`config.mk`:
```
export PLATFORM = sky130hd
export DESIGN_NAME = range_finder
export DESIGN_NICKNAME = d
export VERILOG_FILES = /design/src/rtl/range_finder.sv
export SDC_FILE = /design/constraint.sdc
export NUM_CORES = 1
export LEC_CHECK = 0
export CAP_MARGIN = 15
export CORE_UTILIZATION = 45
export CTS_BUF_LIST = sky130_fd_sc_hd__clkbuf_4
export CTS_CLUSTER_SIZE = 14
export DETAILED_ROUTE_END_ITERATION = 12
export HOLD_SLACK_MARGIN = 0.02
export PLACE_DENSITY = 0.65
export REMOVE_ABC_BUFFERS = 1
export SLEW_MARGIN = 20
export SYNTH_ARGS = -nofsm -noshare
export SYNTH_HDL_FRONTEND = slang
export SYNTH_SLANG_ARGS = --single-unit
```
`constraint.sdc`:
```
create_clock -name clock -period 15.6 [get_ports clock]
set_input_delay 3.12 -clock clock [delete_from_list [all_inputs] [get_ports clock]]
set_output_delay 3.12 -clock clock [all_outputs]
set_load 0.01 [all_outputs]
```
`src/rtl/range_finder.sv`:
```
// Streaming unsigned min/max tracker: a go..finish run registers max-min on range.
// Optional build macro RANGE_CLEAR_ON_ERROR_EN clears range on every entry into ERROR.
module range_finder #(
  parameter int WIDTH = 16
) (
  input  logic             clock,
  input  logic             reset,
  input  logic [WIDTH-1:0] data_in,
  input  logic             go,
  input  logic             finish,
  output logic [WIDTH-1:0] range,
  output logic             debug_error
);

`ifdef RANGE_CLEAR_ON_ERROR_EN
  localparam bit CLEAR_ON_ERROR = 1'b1;
`else
  localparam bit CLEAR_ON_ERROR = 1'b0;
`endif

  typedef enum logic [1:0] {
    S_IDLE  = 2'd0,
    S_RUN   = 2'd1,
    S_ERROR = 2'd2
  } state_t;

  state_t           state_q, state_d;
  logic [WIDTH-1:0] high_q, high_d;
  logic [WIDTH-1:0] low_q, low_d;
  logic [WIDTH-1:0] range_q, range_d;
  logic             err_q, err_d;
  logic [WIDTH-1:0] max_s, min_s;
  logic             start_s;

  assign start_s = go && !finish;
  assign range       = range_q;
  assign debug_error = err_q;

  // Running extremes including the current sample
  always_comb begin
    max_s = (data_in > high_q) ? data_in : high_q;
    min_s = (data_in < low_q)  ? data_in : low_q;
  end

  // State and datapath registers
  always_ff @(posedge clock or negedge reset) begin
    if (!reset) begin
      state_q <= S_IDLE;
      high_q  <= '0;
      low_q   <= '1;
      range_q <= '0;
      err_q   <= 1'b0;
    end else begin
      state_q <= state_d;
      high_q  <= high_d;
      low_q   <= low_d;
      range_q <= range_d;
      err_q   <= err_d;
    end
  end

  // Next-state logic
  always_comb begin
    state_d = state_q;
    case (state_q)
      S_IDLE: begin
        if (finish)       state_d = S_ERROR;
        else if (go)      state_d = S_RUN;
        else              state_d = S_IDLE;
      end
      S_RUN: begin
        if (go && finish) state_d = S_ERROR;
        else if (finish)  state_d = S_IDLE;
        else              state_d = S_RUN;
      end
      S_ERROR: begin
        if (start_s)      state_d = S_RUN;
        else              state_d = S_ERROR;
      end
      default:            state_d = S_IDLE;
    endcase
  end

  // Datapath and output next values
  always_comb begin
    high_d  = high_q;
    low_d   = low_q;
    range_d = range_q;
    case (state_q)
      S_IDLE, S_ERROR: begin
        if (start_s) begin
          high_d = data_in;
          low_d  = data_in;
        end else begin
          high_d = high_q;
        end
      end
      S_RUN: begin
        if (start_s) begin
          high_d = data_in;
          low_d  = data_in;
        end else if (!go && finish) begin
          high_d  = max_s;
          low_d   = min_s;
          range_d = max_s - min_s;
        end else if (!go) begin
          high_d = max_s;
          low_d  = min_s;
        end else begin
          range_d = range_q;
        end
      end
      default: begin
        high_d = high_q;
      end
    endcase
    // Only a transition into ERROR clears; staying there keeps the (already cleared) value
    if (CLEAR_ON_ERROR && (state_d == S_ERROR) && (state_q != S_ERROR)) begin
      range_d = '0;
    end else begin
      range_d = range_d;
    end
    err_d = (state_d == S_ERROR);
  end

endmodule

```
======== Word level (Yosys, flattened, before mapping) ========
Index checks and enable logic that the tools add are counted.
word-level totals
  register bits after elaboration ......... 51
  bits in latches ......................... 0
  memory bits (writable) .................. 0
  ROM bits ................................ 0
  input bits .............................. 20
  output and inout bits ................... 17
  memories kept ........................... 0
operators by class
  add/subtract/negate cells ............... 1
  $mul .................................... 0
  divide/modulo/power cells ............... 0
  magnitude comparators ................... 2
  equality and inequality tests ........... 5
  shift operators ......................... 0
  muxes and demuxes ....................... 17
  bitwise logic cells ..................... 1
  reduce and logical (&&, ||, !) cells .... 10
operator list
  operator                                                                number
  16-bit two-way mux                                                      9
  16-bit one-hot mux with 2 select lines                                  2
  16-bit greater-than comparator                                          1
  16-bit less-than comparator                                             1
  16-bit subtractor                                                       1
  2-bit two-way mux                                                       3
  2-bit one-hot mux with 3 select lines                                   1
  3-bit AND reduction                                                     2
  2-bit equality test (second input constant)                             2
  4-bit != test (second input constant)                                   1
  1-bit logical AND                                                       3
  2-bit by 1-bit equality test with 1-bit output (second input constant)  1
  1-bit zero test                                                         2
  2-bit zero test                                                         1
  1-bit two-way mux                                                       2
  2-bit != test (second input constant)                                   1
  2-bit nonzero test                                                      1
  2-bit OR reduction                                                      1
  1-bit inverter                                                          1

======== Longest topological paths before layout ========
Gate-level depths: netlist (run 1).
  word-level depth ........................ 6
  gate-level depth with buffers ........... 24

======== Worst setup path after synthesis (run 1) ========
Ideal clock, no wire load.
  kind .................................... input -> register
  start ................................... in data_in[15]
  end ..................................... reg range_q[14] (netlist: range[14])
  library setup time ...................... 0.095 ns
  arrival ................................. 7.805 ns
  data required time ...................... 15.505 ns
  slack ................................... 7.700 ns
  stages .................................. 22
  cells stage by stage .................... ha_1 > nand4_4 > nor4_4 > a21bo_4 > and3_1 > buf_2 > nor2_1 > buf_2 > clkbuf_1 > o21ai_0 > fa_1 > a21oi_1 > nor2_1 > nor2_1 > o21bai_1 > and3_1 > o21ai_0 > a41oi_1 > a2111oi_4 > nor4_2 > o31a_1 > o31ai_1
on the way
  cells in the longest elaborated chain, start to end .. 3
RTL lines
  item                                                                           RTL line  RTL
  start, declared                                                                8         input logic [WIDTH-1:0] data_in,
  16-bit greater-than comparator or 16-bit less-than comparator (tied branches)  41, 42
  16-bit two-way mux (on tied branches)                                          41, 42
  16-bit subtractor *                                                            105       range_d = max_s - min_s;
  end signal, assigned                                                           57        range_q <= range_d;
  end, declared                                                                  30        logic [WIDTH-1:0] range_q, range_d;
Every way passes the cells marked *; elsewhere a longest branch is shown, timed or not.
A chain may end at the register's enable or synchronous reset.

======== Final worst setup path (run 1) ========
  start ................................... in data_in[11]
  end ..................................... reg range_q[14] (netlist: range[14])
The elaborated chain is that of the path after synthesis.

==> key figures, run 1 <==
Placed design
  • Detail Placement HPWL: 8.62 mm
  • Post-placement worst setup slack: 6.70 ns
  • Cell Area, Placed: 4720 µm²
  • IO buf count: 36
  • Final GP Congestion: 0.896

Worst setup path
  • Critical Path, Cell by Cell: clkdlybuf4s50_1 > ha_1 > a21oi_1 > nor2_1 > nor3_1 > nand3_1 > nand2_1 > nor2_1 > a21oi_1 > ha_1 > inv_1 > fa_1 > a21oi_1 > nor2_1 > nor2_1 > o21bai_1 > and3_1 > o21ai_0 > a41oi_1 > a2111oi_4 > nor4_2 > o31a_1 > o31ai_1
  • CP Launch Type: input port
  • Slowest Stage Delay on Critical Path: 0.67 ns
  • Slowest CP cell: clkdlybuf4s50_1
  • Critical Path AT: 8.84 ns
  • Crit-path leading delay family: simple AND/OR/NAND/NOR gates
  • Max FO, Critical Path: 12
  • Worst setup EP type: flip-flop
  • WP data required: 15.90 ns
  • WS Path Type: in2reg
  • Buffer and inverter count on the worst path: 2
  • Most frequent cell on the critical path: nor2_1

Floorplan
  • Chip height: 99.1 µm
  • Placement row count: 35
  • Ports: 37
  • Initial Util: 0.462
  • Core ar.: 9200 µm²
  • Die width: 99.1 µm
  • Die area: 9830 µm²

Logic synthesis
  • Post-synthesis cell area: 4250 µm²
  • Async set or reset register ratio after synthesis: 1.00
  • Synth cell types: 57
  • Post-synth EDFFs: 0
  • Seq/Total Area, Yosys: 0.305
  • Cells after Synth: 523
  • #FFs+latches synth: 51
  • Syn Area/Cell: 8.12 µm²
  • Synth Flop Type: dfrtp_1
  • Synth warn: 0

Global routing
  • Initial antenna violation count: 0
  • Pin count of the biggest net entering global routing: 52
  • GR Util All Layers: 0.239
  • GRT overflow: 0
  • First-pass GRT wire length: 18.5 mm
  • Vias in the first global route: 3632

Hold path
  • Tightest Hold Check Type: reg2reg

Layout
  • Register area: 1300 µm²
  • # diodes: 0
  • Nets: 614
  • Final instance area: 4800 µm²
  • Commonest cells after routing, fill and taps aside: nand2_1 (76), o21ai_0 (58), a21oi_1 (50)
  • Multi-input gate area: 2700 µm²
  • Area Overhead vs Synth: 13.1%
  • Commonest non-fill, non-tap cell in the layout: nand2_1
  • Fill cells: 926
  • Fraction of layout cells with a size suffix above 1: 0.103

CTS
  • CTS Buffer Depth: 2
  • CTS Hold Buffers Added: 0
  • Sink Count: 51
  • TritonCTS Buffers: 5
  • Root Driver: clkbuf_4
  • Clk_lat worst skew: 0.41 ns
  • CTS tree: built
  • Post-CTS Setup Bufs: 0
  • Post-CTS Resized: 0
  • H-tree level count: 2
  • CTS clock-pin slew for the worst setup and hold paths: 0.15 ns

Timing
  • Slew HR: 0.552
  • Skew final: 0.0374 ns
  • Setup WS post-layout: 7.06 ns
  • Final count of negative-setup-slack endpoints: 0
  • Tmin final: 8.54 ns
  • Slew @ Worst Pin: 0.653 ns
  • Hold Fails Final Rpt: 0
  • RSZ-0062 raised after global routing: false
  • TNS Setup: 0 ns
  • Max-slew violations: 0
  • Crit share post-route: 0.548
  • Fmax: 117 MHz

Routing
  • Initial DRC Count: 262
  • WL per Instance: 16.9 µm
  • Pre-antenna DRT Iters: 8
  • Vias: 3856
  • Drt total wl: 11.2 mm
  • Vias per inst: 5.81
  • Post-route ant nets: 0
  • Drt drc: 0

Power
  • Peak supply drop: 0.0864 mV
  • Leak: 2.11 nW
  • PD cells: 159 nW/µm²

Status
  • Status: complete, no violations

Job
  • Max cap viols: 0
[synth_stat cells (all sizes together) (4+ instances only)]
| library cell | count | area, µm² |
|---|---|---|
| o22ai | 5 | 31.3 |
| nor4 | 7 | 65.1 |
| o21ai | 62 | 310 |
| a21oi | 50 | 250 |
| dfstp | 16 | 420 |
| nor2b | 4 | 25.0 |
| a211oi | 6 | 57.6 |
| mux2i | 5 | 50.1 |
| a31oi | 4 | 25.0 |
| ha | 41 | 513 |
| a22o | 4 | 35.0 |
| mux2 | 13 | 146 |
| clkbuf | 16 | 60.1 |
| dfrtp | 35 | 876 |
| nand2 | 76 | 285 |
| inv | 46 | 173 |
| o31ai | 8 | 60.1 |
| nand3 | 8 | 40.0 |
| and3 | 8 | 50.1 |
| xor2 | 9 | 78.8 |
| xnor2 | 8 | 70.1 |
| o211ai | 5 | 37.5 |
| nand4 | 4 | 40.0 |
| buf | 5 | 23.8 |
| nor2 | 27 | 101 |
| nor3 | 11 | 55.1 |
[cells by family after synthesis]
group                      Yosys count  share of synthesized area
AOI/OAI and AO/OA                  173                      0.254
and+or+nand+nor                    154                      0.171
buffers and inverters               67                     0.0604
DFF                                 51                      0.305
adders and majority gates           43                      0.128
muxes                               18                     0.0463
xor gates and xnor gates            17                     0.0351
[power by group]
| group | internal, W | switching, W |
|---|---|---|
| registers | 0.000177 | 0.0000247 |
| logic | 0.000202 | 0.000274 |
| clock network | 0.0000343 | 0.0000490 |
[state kept, by name (all words and copies together), names as in the netlist, named ones only]
register     flops
range           16
low_q           16
state_q          2
high_q          15
debug_error      1
[final timing paths]
| path | startpoint | to | slack, ns | depth (start not counted) |
|---|---|---|---|---|
| setup / recovery | data_in[11] | range[14]$_DFFE_PN0P_ | 7.06 | 23 |
| hold / removal | range[10]$_DFFE_PN0P_ | range[10]$_DFFE_PN0P_ | 0.50 | 2 |
| setup reg to reg | high_q[5]$_DFFE_PN0P_ | range[14]$_DFFE_PN0P_ | 9.88 | 21 |
| hold reg to reg | range[10]$_DFFE_PN0P_ | range[10]$_DFFE_PN0P_ | 0.50 | 2 |
| max in group asynchronous | reset | high_q[4]$_DFFE_PN0P_ | 12.33 | 2 |
| min in group asynchronous | reset | range[8]$_DFFE_PN0P_ | 2.79 | 2 |
[tightest hold or removal path, stage by stage (launching register included)]
cell and delay [ns]:
dfrtp_1 0.37, nand2_1 0.04, o21ai_0 0.06
[layer usage]
layer / routed length [µm] / up-vias / global-route usage / share of wire
li1: - / 1931 / - / -
met1: 5540 / 1811 / 0.341 / 0.49
met2: 5020 / 95 / 0.376 / 0.45
met3: 502 / 19 / 0.0351 / 0.045
met4: 173 / 0 / 0.0679 / 0.015
met5: 0 / - / 0 / 0
[metrics by stage]
step | utilization | hold slack [ns] | instances | power (W)
after CTS | 0.522 | 0.507 | 664 | 0.000763
final | 0.522 | 0.500 | 664 | 0.000762
after global routing | 0.522 | 0.537 | 664 | 0.000828
after detailed placement | 0.513 | 0.469 | 656 | 0.000677
after floorplan | - | 0.472 | 502 | 0.000525
after global placement | 0.513 | 0.461 | 656 | 0.000670
[area by class of cell]
cell class | instances | area share
Multi-Input combinational cell | 405 | 0.563
Tap cell | 111 | 0.0289
Timing Repair Buffer | 43 | 0.0850
Clock buffer | 5 | 0.00782
Inverter | 46 | 0.0360
Clock inverter | 3 | 0.00964
Sequential cell | 51 | 0.270
Power figures use the tool's default switching activity.
==> run 2: changes to the inputs <==
clock period = 8.8 ns   (was 15.6 ns; I/O delays follow)
==> run 2 against run 1 <==
- setup slack got worse by 5.3 ns
- final cell count did not move
- die area did not move
- total power rose by 73%
- non-clock buffer count did not move
- core utilization fell by 0.34 points
- flip-flop and latch count did not move
- sequential power rose by 76%
- sequential share of layout area rose by 0.18 points
- clock power rose by 33%
==> key figures, run 2 (synthesis gave the netlist of run 1 again) <==
Timing
  • Final count of negative-setup-slack endpoints: 0
  • Fmax: 143 MHz
  • Tmin final: 7.01 ns
  • Hold slack final: 0.497 ns
  • Slew @ Worst Pin: 0.682 ns
  • Hold Fails Final Rpt: 0
  • TNS Setup: 0 ns
  • Slew HR: 0.545
  • Skew final: 0.0215 ns
  • RSZ-0062 raised after global routing: false
  • Crit share post-route: 0.797
  • Max-slew violations: 0

Placed design
  • Final GP Congestion: 0.901
  • Detail Placement HPWL: 8.48 mm
  • IO buf count: 36
  • Placed Cells: 656

Routing
  • Drt total wl: 11.2 mm
  • Pre-antenna DRT Iters: 5
  • Vias: 3826
  • Initial DRC Count: 256
  • Drt drc: 0
  • Vias per inst: 5.76
  • Post-route ant nets: 0
  • WL per Instance: 16.9 µm

CTS
  • Root Driver: clkbuf_4
  • CTS Hold Buffers Added: 0
  • Post-CTS Setup Bufs: 0
  • Clk_lat worst skew: 0.39 ns
  • H-tree level count: 2
  • Sink Count: 51
  • Post-CTS Resized: 0
  • TritonCTS Buffers: 5
  • CTS tree: built
  • CTS clock-pin slew for the worst setup and hold paths: 0.16 ns
  • CTS Buffer Depth: 2

Global routing
  • GRT overflow: 0
  • Pin count of the biggest net entering global routing: 52
  • Vias in the first global route: 3691
  • Initial antenna violation count: 0
  • First-pass GRT wire length: 18.5 mm
  • GR Util All Layers: 0.240

Floorplan
  • Initial Util: 0.462
  • Core ar.: 9200 µm²
  • Die width: 99.1 µm
  • Chip height: 99.1 µm
  • Placement row count: 35
  • Ports: 37
  • Die area: 9830 µm²

Layout
  • Cell Count, Final, Fillers Out: 664
  • Nets: 614
  • Commonest cells after routing, fill and taps aside: nand2_1 (76), o21ai_0 (58), a21oi_1 (50)
  • Final Util: 0.519
  • Commonest non-fill, non-tap cell in the layout: nand2_1
  • Fraction of layout cells with a size suffix above 1: 0.0995
  • # diodes: 0
  • Area Overhead vs Synth: 12.3%

Power
  • Peak supply drop: 0.0964 mV
  • Leak: 2.09 nW
  • PD cells: 276 nW/µm²

Worst setup path
  • CP Launch Type: input port
  • Max FO, Critical Path: 12
  • WP data required: 9.10 ns
  • Critical Path AT: 7.32 ns
  • WS Path Type: in2reg
  • Worst setup EP type: flip-flop

Status
  • Status: complete, no violations

Hold path
  • Tightest Hold Check Type: reg2reg

Job
  • Max cap viols: 0
==> run 2: cell type report <==
| class | count | area [µm²] |
|---|---|---|
| clock inverters | 3 | 15.0 |
| well taps | 111 | 139 |
| repair buffers | 43 | 408 |
| fillers | 903 | 4430 |
| multi-input cells | 405 | 2700 |
| clock buffers | 5 | 37.5 |
| inverters | 46 | 173 |
| flip-flops and latches | 51 | 1300 |
==> run 2: worst paths after layout <==
path	start	end	slack [ns]	depth (start not counted)
max	data_in[11]	range[14]$_DFFE_PN0P_	1.79	23
min	range[10]$_DFFE_PN0P_	range[10]$_DFFE_PN0P_	0.50	2
max reg2reg	high_q[11]$_DFFE_PN0P_	range[14]$_DFFE_PN0P_	3.25	23
min reg2reg	range[10]$_DFFE_PN0P_	range[10]$_DFFE_PN0P_	0.50	2
max in group asynchronous	reset	high_q[9]$_DFFE_PN0P_	6.86	2
min in group asynchronous	reset	range[11]$_DFFE_PN0P_	1.45	2
==> run 2: critical path, stage by stage <==
cell and delay, ns:
clkdlybuf4s50_1 0.64, ha_1 0.30, a21oi_1 0.18, nor2_1 0.06
nor3_1 0.52, nand3_1 0.31, nand2_1 0.46, nor2_1 0.07
a21oi_1 0.15, ha_1 0.19, inv_1 0.06, fa_1 0.40
a21oi_1 0.15, nor2_1 0.05, nor2_1 0.18, o21bai_1 0.13
and3_1 0.19, o21ai_0 0.21, a41oi_1 0.23, a2111oi_4 0.46
nor4_2 0.11, o31a_1 0.29, o31ai_1 0.22
==> run 2: metal layers <==
layer / up-vias / global-route usage / routed length (µm) / share of wire
li1: 1931 / - / - / -
met1: 1785 / 0.343 / 5540 / 0.49
met2: 97 / 0.379 / 5000 / 0.45
met3: 13 / 0.0288 / 441 / 0.039
met4: 0 / 0.0769 / 228 / 0.020
met5: - / 0 / 0 / 0
==> run 2: power breakdown <==
part	total (W)	switching [W]	internal (W)
Sequential	0.000356	0.0000425	0.000314
Combinational	0.000848	0.000488	0.000360
Clock	0.000111	0.0000814	0.0000295
==> run 2: through the flow <==
| stage | setup WS (ns) | power, W | instance area, µm² |
|---|---|---|---|
| floorplan | 2.12 | 0.000930 | 4160 |
| global placement | 1.67 | 0.00119 | 4720 |
| detailed placement | 1.49 | 0.00120 | 4720 |
| CTS | 1.88 | 0.00132 | 4770 |
| global route | 1.28 | 0.00143 | 4770 |
| finish | 1.79 | 0.00132 | 4770 |
==> run 3: changes to the inputs <==
clock period = 6.9 ns   (was 8.8 ns; I/O delays follow)
==> run 3 against run 2 <==
- register-to-register slack worse by 1.5 ns
- flip-flop and latch count stayed put
- sequential power is 28% higher
- first-iteration DRC count is 14% higher
- highest routed layer unchanged
- setup slack worse by 1.1 ns
- clock power is 32% higher
- global-route usage is 0.35 points higher
==> key figures, run 3 (synthesis gave the netlist of run 1 again) <==
Placed design
  • Cell Area, Placed: 4780 µm²
  • Final GP Congestion: 1.01
  • Post-placement worst setup slack: 0.362 ns
  • Placed Cells: 665
  • Detail Placement HPWL: 8.49 mm
  • IO buf count: 36

Routing
  • Initial DRC Count: 291
  • Drt drc: 0
  • WL per Instance: 16.5 µm
  • Drt total wl: 11.1 mm
  • Vias: 3938
  • Pre-antenna DRT Iters: 5
  • Vias per inst: 5.85
  • Post-route ant nets: 0

Timing
  • Final count of negative-setup-slack endpoints: 0
  • Skew final: 0.00788 ns
  • Max-slew violations: 0
  • RSZ-0062 raised after global routing: false
  • Setup WS post-layout: 0.696 ns
  • TNS Setup: 0 ns
  • Slew HR: 0.558
  • Tmin final: 6.20 ns
  • Fmax: 161 MHz
  • Hold Fails Final Rpt: 0
  • Crit share post-route: 0.899
  • Slew @ Worst Pin: 0.664 ns

Hold path
  • Hold Crit Depth: 2
  • Tightest Hold Check Type: reg2reg
  • Hold EP: range[5]$_DFFE_PN0P_
  • Worst hold path startpoint: range[5]$_DFFE_PN0P_

CTS
  • Post-CTS Resized: 0
  • CTS Hold Buffers Added: 0
  • H-tree level count: 2
  • TritonCTS Buffers: 5
  • CTS Buffer Depth: 2
  • CTS clock-pin slew for the worst setup and hold paths: 0.15 ns
  • Sink Count: 51
  • Post-CTS Setup Bufs: 0
  • Root Driver: clkbuf_4
  • Clk_lat worst skew: 0.37 ns
  • CTS tree: built

Worst setup path
  • CP Launch Point: data_in[11]
  • Origin of the critical flop-to-flop path: high_q[5]$_DFFE_PN0P_
  • Reg2Reg Setup Slack: 1.77 ns
  • Max FO, Critical Path: 7
  • CP Launch Type: input port
  • Critical Path AT: 6.50 ns
  • Worst R2R Path Depth: 20
  • Worst r2r dst: range[14]$_DFFE_PN0P_
  • Worst setup EP type: flip-flop
  • WP data required: 7.20 ns
  • WS Path Type: in2reg

Floorplan
  • Initial Util: 0.462
  • Ports: 37
  • Placement row count: 35
  • Core ar.: 9200 µm²
  • Die area: 9830 µm²
  • Die width: 99.1 µm
  • Chip height: 99.1 µm

Job
  • Max cap viols: 0

Global routing
  • First-pass GRT wire length: 18.9 mm
  • GR Util All Layers: 0.243
  • GRT overflow: 0
  • Initial antenna violation count: 0
  • Vias in the first global route: 3731
  • Pin count of the biggest net entering global routing: 52

Layout
  • # diodes: 0
  • Final instance area: 4840 µm²
  • Cell Count, Final, Fillers Out: 673
  • Commonest cells after routing, fill and taps aside: nand2_1 (76), o21ai_0 (58), a21oi_1 (50)
  • Area Overhead vs Synth: 14.1%
  • Fraction of layout cells with a size suffix above 1: 0.117
  • Commonest non-fill, non-tap cell in the layout: nand2_1
  • Nets: 623

Status
  • Status: complete, no violations

Power
  • Peak supply drop: 0.107 mV
  • PD cells: 348 nW/µm²
  • Leak: 2.15 nW
==> run 3: cell count changes in the layout (fill, tap and decap cells not counted) <==
| cell | delta |
|---|---|
| clkinv_2 | +1 |
| clkinvlp_4 | -1 |
| clkinv_1 | -2 |
| clkbuf_4 | +2 |
| buf_4 | +9 |
==> run 3: report_power, final <==
part	total (W)	internal [W]	switching, W	leakage, nW
clock network	0.000147	0.0000479	0.0000987	0.0361
logic	0.00108	0.000467	0.000613	1.52
registers	0.000456	0.000401	0.0000558	0.594
==> run 3: metal layers <==
metal,global-route usage,wire length (µm)
met1,0.357,5430
met2,0.388,5040
met3,0.0239,500
met4,0.0554,159
met5,0,0
==> run 3: area by class of cell <==
class,instances,area [µm²]
Clock inverter,1,5.00
Timing Repair Buffer,52,475
Tap cell,111,139
Inverter,46,173
Multi-Input combinational cell,405,2700
Fill cell,883,4350
Sequential cell,51,1300
Clock buffer,7,52.6
==> run 3: worst max path at each step <==
stage,end,slack (ns),cells after the start
after global placement,range[14]$_DFFE_PN0P_,0.50,20
after detailed placement,range[14]$_DFFE_PN0P_,0.36,20
final,range[14]$_DFFE_PN0P_,0.70,20
after CTS,range[14]$_DFFE_PN0P_,0.76,20
after floorplan,range[14]$_DFFE_PN0P_,0.60,21
after global routing,range[14]$_DFFE_PN0P_,0.33,20
==> run 3: critical path, cell delays in order <==
cell	delay, ns
clkdlybuf4s50_1	0.56
ha_1	0.38
nand2_1	0.12
nor4_4	0.37
a21bo_4	0.29
and3_1	0.20
nor2_1	0.26
o21ai_0	0.22
fa_1	0.50
a21oi_1	0.14
nor2_1	0.05
nor2_1	0.15
o21bai_1	0.13
and3_1	0.19
o21ai_0	0.24
a41oi_1	0.23
a2111oi_4	0.47
nor4_2	0.11
o31a_1	0.29
o31ai_1	0.22
==> run 3: stage by stage <==
step	power, W	util	hold slack, ns
2_1_floorplan	0.00119	-	0.472
3_3_place_gp	0.00152	0.520	0.461
3_5_place_dp	0.00153	0.520	0.469
4_1_cts	0.00169	0.527	0.504
5_1_grt	0.00185	0.527	0.530
6_report	0.00168	0.527	0.494
==> RTL edit 1, RTL diff (config.mk and constraints of run 2) <==
Change the parameter `WIDTH` from 16 to 20.
--- a/src/rtl/range_finder.sv
+++ b/src/rtl/range_finder.sv
@@ -2,5 +2,5 @@
 // Optional build macro RANGE_CLEAR_ON_ERROR_EN clears range on every entry into ERROR.
 module range_finder #(
-  parameter int WIDTH = 16
+  parameter int WIDTH = 20
 ) (
   input  logic             clock,
Ports: changed (resized data_in and range); port bits go from 37 to 45. The function was not compared with the original's and may differ.
==> RTL edit 1 against run 2 <==
Design area increased by 21%; final cell count increased by 16%; combinational power increased by 21%; sequential cell count increased by 12; wire length increased by 15%; die area increased by 19%; power increased by 25%; first-iteration DRC count decreased by 1.2%; synthesized cell count increased by 12%; worst setup slack improved by 75 ps; critical path depth decreased by 4; synthesized area increased by 20%; highest routed layer unchanged.
==> RTL edit 1: results (changes against run 2) <==
Parameter                              Value

STA
  Smallest setup slack after layout ... 1860 ps (was 1790 ps)
  Min Hold Slack ... 489 ps (was 497 ps)
  Worst clock skew on the final layout ... 19.2 ps (was 21.5 ps)
  Pin slew with the least headroom to its limit ... 908 ps (was 682 ps)

Critical path
  Register-to-register setup slack ... 3290 ps (was 3250 ps)
  Worst-path cell with the longest stage delay ... o2111ai_1 (was clkdlybuf4s50_1)
  WP data arrival ... 7260 ps (was 7320 ps)
  Max Fanout on Critical Path ... 23 (was 12)
  Worst path max stage delay ... 740 ps (was 640 ps)

Clock network
  Insertion delay of the later-clocked pin in the worst-skew pair ... 450 ps (was 390 ps)
  Worst-path clk slew ... 100 ps (was 160 ps)
  Number of buffers added by the clock tree synthesis step ... 9 (was 5)

Power and ir drop
  Worst IR Drop VDD ... 0.127 mV (was 0.0964 mV)
  Static leakage power ... 0.00254 µW (was 0.00209 µW)

Finish
  Share of layout cells above drive strength 1 ... 0.145 (was 0.0995)
  Post-layout nets ... 702 (was 614)
  ANT cells ... 0 (unchanged)

Placement
  Post-Place Worst Slack ... 1470 ps (was 1490 ps)
  Gp weighted congestion ... 0.897 (was 0.901)
  Total instance count after detailed placement ... 752 (was 656)
  Half-perimeter wire length of the detailed placement result ... 9590 µm (was 8480 µm)
  IO buf count ... 44 (was 36)

Route
  Vias per inst ... 5.78 (was 5.76)
  Iteration-0 DRC Markers ... 253 (was 256)
  Wire length per cell ... 16.7 µm (was 16.9 µm)

Yosys
  Share of synthesized area occupied by flip-flops and latches ... 0.315 (was 0.305)
  Most frequent cells after synthesis ... nand2_1, ha_1, inv_1 (was nand2_1, o21ai_0, a21oi_1)
  Synth top area cells ... dfrtp_1, ha_1, dfstp_2 (unchanged)
  Synth Instances ... 588 (was 523)
  Post-synth cell types ... 68 (was 57)

Global routing
  Wire length of the first global-routing pass ... 20900 µm (was 18500 µm)
  Pin count of the biggest net entering global routing ... 64 (was 52)
  Via count of the first global-routing pass ... 4076 (was 3691)

Outcome
  Run status ... completed (unchanged)
[RTL edit 1: layer usage]
| layer | track usage | wire length, µm | vias up |
|---|---|---|---|
| li1 | - | - | 2181 |
| met1 | 0.327 | 6210 | 2136 |
| met2 | 0.353 | 5660 | 104 |
| met3 | 0.0597 | 650 | 19 |
| met4 | 0.0975 | 314 | 0 |
| met5 | 0 | 0 | - |
[RTL edit 1: path summary, 6_finish.rpt]
kind	depth (start not counted)	end	startpoint
worst max-delay path	19	range[18]$_DFFE_PN0P_	data_in[10]
worst min-delay path	2	range[2]$_DFFE_PN0P_	range[2]$_DFFE_PN0P_
worst max register to register	20	range[18]$_DFFE_PN0P_	high_q[7]$_DFFE_PN0P_
worst min register to register	2	range[2]$_DFFE_PN0P_	range[2]$_DFFE_PN0P_
max in group asynchronous	2	range[19]$_DFFE_PN0P_	reset
min in group asynchronous	2	range[3]$_DFFE_PN0P_	reset
[RTL edit 1: kinds of logic (layout without fill, tap and decap cells)]
family	after synthesis	count (layout)	share of synthesized area
and+or+nand+nor	153	153	0.140
buffers and inverters	77	117	0.0593
adders and majority gates	56	56	0.139
DFF	63	63	0.315
muxes	35	35	0.0771
xor gates and xnor gates	22	22	0.0379
AOI/OAI and AO/OA	182	182	0.232
[RTL edit 1: area by class of cell]
cell class	instances	area (µm²)
fill	1070	5190
multi-input combinational	448	3190
sequential	63	1600
timing repair buffer	51	488
inverter	50	188
tap	140	175
clock buffer	13	97.6
clock inverter	3	11.3
[RTL edit 1: metrics by stage]
step | area [µm²] | util
after floorplan | 4970 | -
after global placement | 5640 | 0.516
after detailed placement | 5640 | 0.516
after CTS | 5750 | 0.526
after global routing | 5750 | 0.526
final | 5750 | 0.526
[RTL edit 1: critical path, delay by kind of cell]
family,cells,cell delay (ps)
adders and majority gates,2,960
AOI/OAI and AO/OA,9,2430
and+or+nand+nor,6,1220
buffers and inverters,2,910
[RTL edit 1: power breakdown]
part	switching [µW]	internal (µW)
combinational	581	453
sequential	54.4	388
clock	104	68.2
==> RTL edit 2, RTL diff (config.mk and constraints of run 2) <==
Without the edit above. Register the output `range` once more, cleared by the reset; this adds one clock of latency there. The other outputs are not delayed to match.
--- a/src/rtl/range_finder.sv
+++ b/src/rtl/range_finder.sv
@@ -34,5 +34,11 @@
 
   assign start_s = go && !finish;
-  assign range       = range_q;
+  always_ff @(posedge clock or negedge reset) begin
+    if (!reset) begin
+      range <= '0;
+    end else begin
+      range <= range_q;
+    end
+  end
   assign debug_error = err_q;
 
Function: changed (a bounded check fails within 4 cycles, from zero or initial values and one cycle with reset low).
==> RTL edit 2 against run 2 <==
Wire length fell by 9.7%; sequential cell count rose by 16; hold slack got worse by 110 ps; sequential power rose by 31%; count of clock-buffer cells in the layout rose by 4; critical endpoint is now range_q[14]$_DFFE_PN0P_; power rose by 10%; non-clock buffer count fell by 2; synthesized cell count fell by 3.1%; die area rose by 6.2%; core utilization rose by 0.94 points; design area rose by 7.7%; register-to-register slack improved by 200 ps; synthesized area rose by 6.3%; worst setup slack improved by 110 ps; largest power group unchanged.
==> RTL edit 2: results (changes against run 2) <==
Parameter                              Value

Clock network
  Number of buffers added by the clock tree synthesis step ... 9 (was 5)
  CTS Root Cell ... clkbuf_4 (unchanged)
  H-Tree Depth ... 3 (was 2)
  Worst-path clk slew ... 120 ps (was 160 ps)
  Insertion delay of the later-clocked pin in the worst-skew pair ... 430 ps (was 390 ps)

Power and ir drop
  Internal ... 868 µW (was 703 µW)
  Worst IR Drop VDD ... 0.0849 mV (was 0.0964 mV)
  Static leakage power ... 0.00226 µW (was 0.00209 µW)

Finish
  Fill cell instance count of the final layout ... 925 (was 903)
  Post-layout nets ... 598 (was 614)

Yosys
  Most frequent cells after synthesis ... nand2_1, o21ai_0, dfrtp_1 (was nand2_1, o21ai_0, a21oi_1)
  Post-synth cell types ... 69 (was 57)
  Compound-gate portion of the synthesized area ... 0.232 (was 0.254)
  Area share of xor/xnor cells in the synthesized design ... 0.0369 (was 0.0351)
  Mux cell area share after synthesis ... 0.0416 (was 0.0463)
  Adder-Cell Fraction of Synth Area ... 0.118 (was 0.128)
  Synth top area cells ... dfrtp_1, ha_1, dfstp_2 (unchanged)

Critical path
  Origin of the critical flop-to-flop path ... high_q[15]$_DFFE_PN0P_ (was high_q[11]$_DFFE_PN0P_)
  WP data arrival ... 7210 ps (was 7320 ps)
  Crit path launch ... data_in[11] (unchanged)

STA
  Worst rel slew slack ... 0.346 (was 0.545)

Global routing
  Overall fraction of global-route tracks in use ... 0.214 (was 0.240)
  Wire length of the first global-routing pass ... 17000 µm (was 18500 µm)
  Pin count of the biggest net entering global routing ... 68 (was 52)
  Via count of the first global-routing pass ... 3494 (was 3691)

Route
  Wire length per cell ... 15.0 µm (was 16.9 µm)

Outcome
  Run status ... completed (unchanged)

Placement
  Gp weighted congestion ... 0.898 (was 0.901)
  Half-perimeter wire length of the detailed placement result ... 7400 µm (was 8480 µm)
## RTL edit 2: cell types whose count changed after synthesis, sizes merged, moves of 3 or more
cell / run 2 / this run
dfrtp: 35 / 51
nand2b: 2 / 6
nor4: 7 / 2
inv: 46 / 39
a21o: 0 / 7
nand2: 76 / 70
a211oi: 6 / 9
a22o: 4 / 0
o22ai: 5 / 8
nor3: 11 / 4
xnor2: 8 / 11
and3: 8 / 2
o31ai: 8 / 3
a21oi: 50 / 43
## RTL edit 2: final cells by class
type | count | share of cell area
sequential | 67 | 0.330
inverter | 39 | 0.0285
tap | 133 | 0.0324
timing repair buffer | 41 | 0.0765
clock buffer | 9 | 0.0132
clock inverter | 7 | 0.0180
multi-input combinational | 378 | 0.501
## RTL edit 2: power by group through the flow
stage	clock network, µW	registers, µW	logic, µW
2_1_floorplan	0	480	506
3_3_place_gp	0	467	735
3_5_place_dp	0	473	749
4_1_cts	237	466	754
5_1_grt	247	480	849
6_report	231	465	757
## RTL edit 2: cells by family after synthesis
family / Yosys count
AO/OA/AOI/OAI: 163
AND/OR/NAND/NOR: 137
flip-flops: 67
buffers and inverters: 62
adder cells (fa/ha/maj): 42
XOR/XNOR: 19
multiplexers: 17
## RTL edit 2: worst max-delay path: stages
cell and delay (ps):
clkdlybuf4s50_1 740, ha_1 330, a21oi_1 190, o21bai_2 90
or2_4 270, or4_4 570, nand2_1 410, nor2_1 80
a21oi_1 140, ha_1 180, inv_1 50, fa_1 390
a21o_1 170, a21oi_1 220, nor2b_1 70, nor2_1 200
o21ai_0 120, a211o_1 320, o221a_1 150, o211ai_2 180
nand2_2 110, a211oi_2 210, xor2_1 170, o21ai_1 70
## RTL edit 2: through the flow
| step | setup slack (ps) | cell area [µm²] | instances | power [µW] |
|---|---|---|---|---|
| final | 1900 | 5140 | 674 | 1450 |
| after detailed placement | 1520 | 4980 | 658 | 1220 |
| after global routing | 1480 | 5140 | 674 | 1580 |
| after CTS | 1970 | 5140 | 674 | 1460 |
| after floorplan | 2460 | 4420 | 484 | 987 |
| after global placement | 1650 | 4980 | 658 | 1200 |
## RTL edit 2: worst paths after layout
check	end	slack, ps	depth (start not counted)
max	range_q[14]$_DFFE_PN0P_	1900	24
min	range[8]$_DFF_PN0_	390	0
max reg2reg	range_q[14]$_DFFE_PN0P_	3450	23
min reg2reg	range[8]$_DFF_PN0_	390	0
max in group asynchronous	high_q[6]$_DFFE_PN0P_	6730	2
min in group asynchronous	range[14]$_DFF_PN0_	1500	2
## RTL edit 2: per-layer routing
metal  global-route usage  vias up  share of wire
met5                    0        -              0
met1                0.297     1690           0.49
li1                     -     1849              -
met3               0.0438       12          0.049
met2                0.329       76           0.45
met4               0.0791        0          0.014
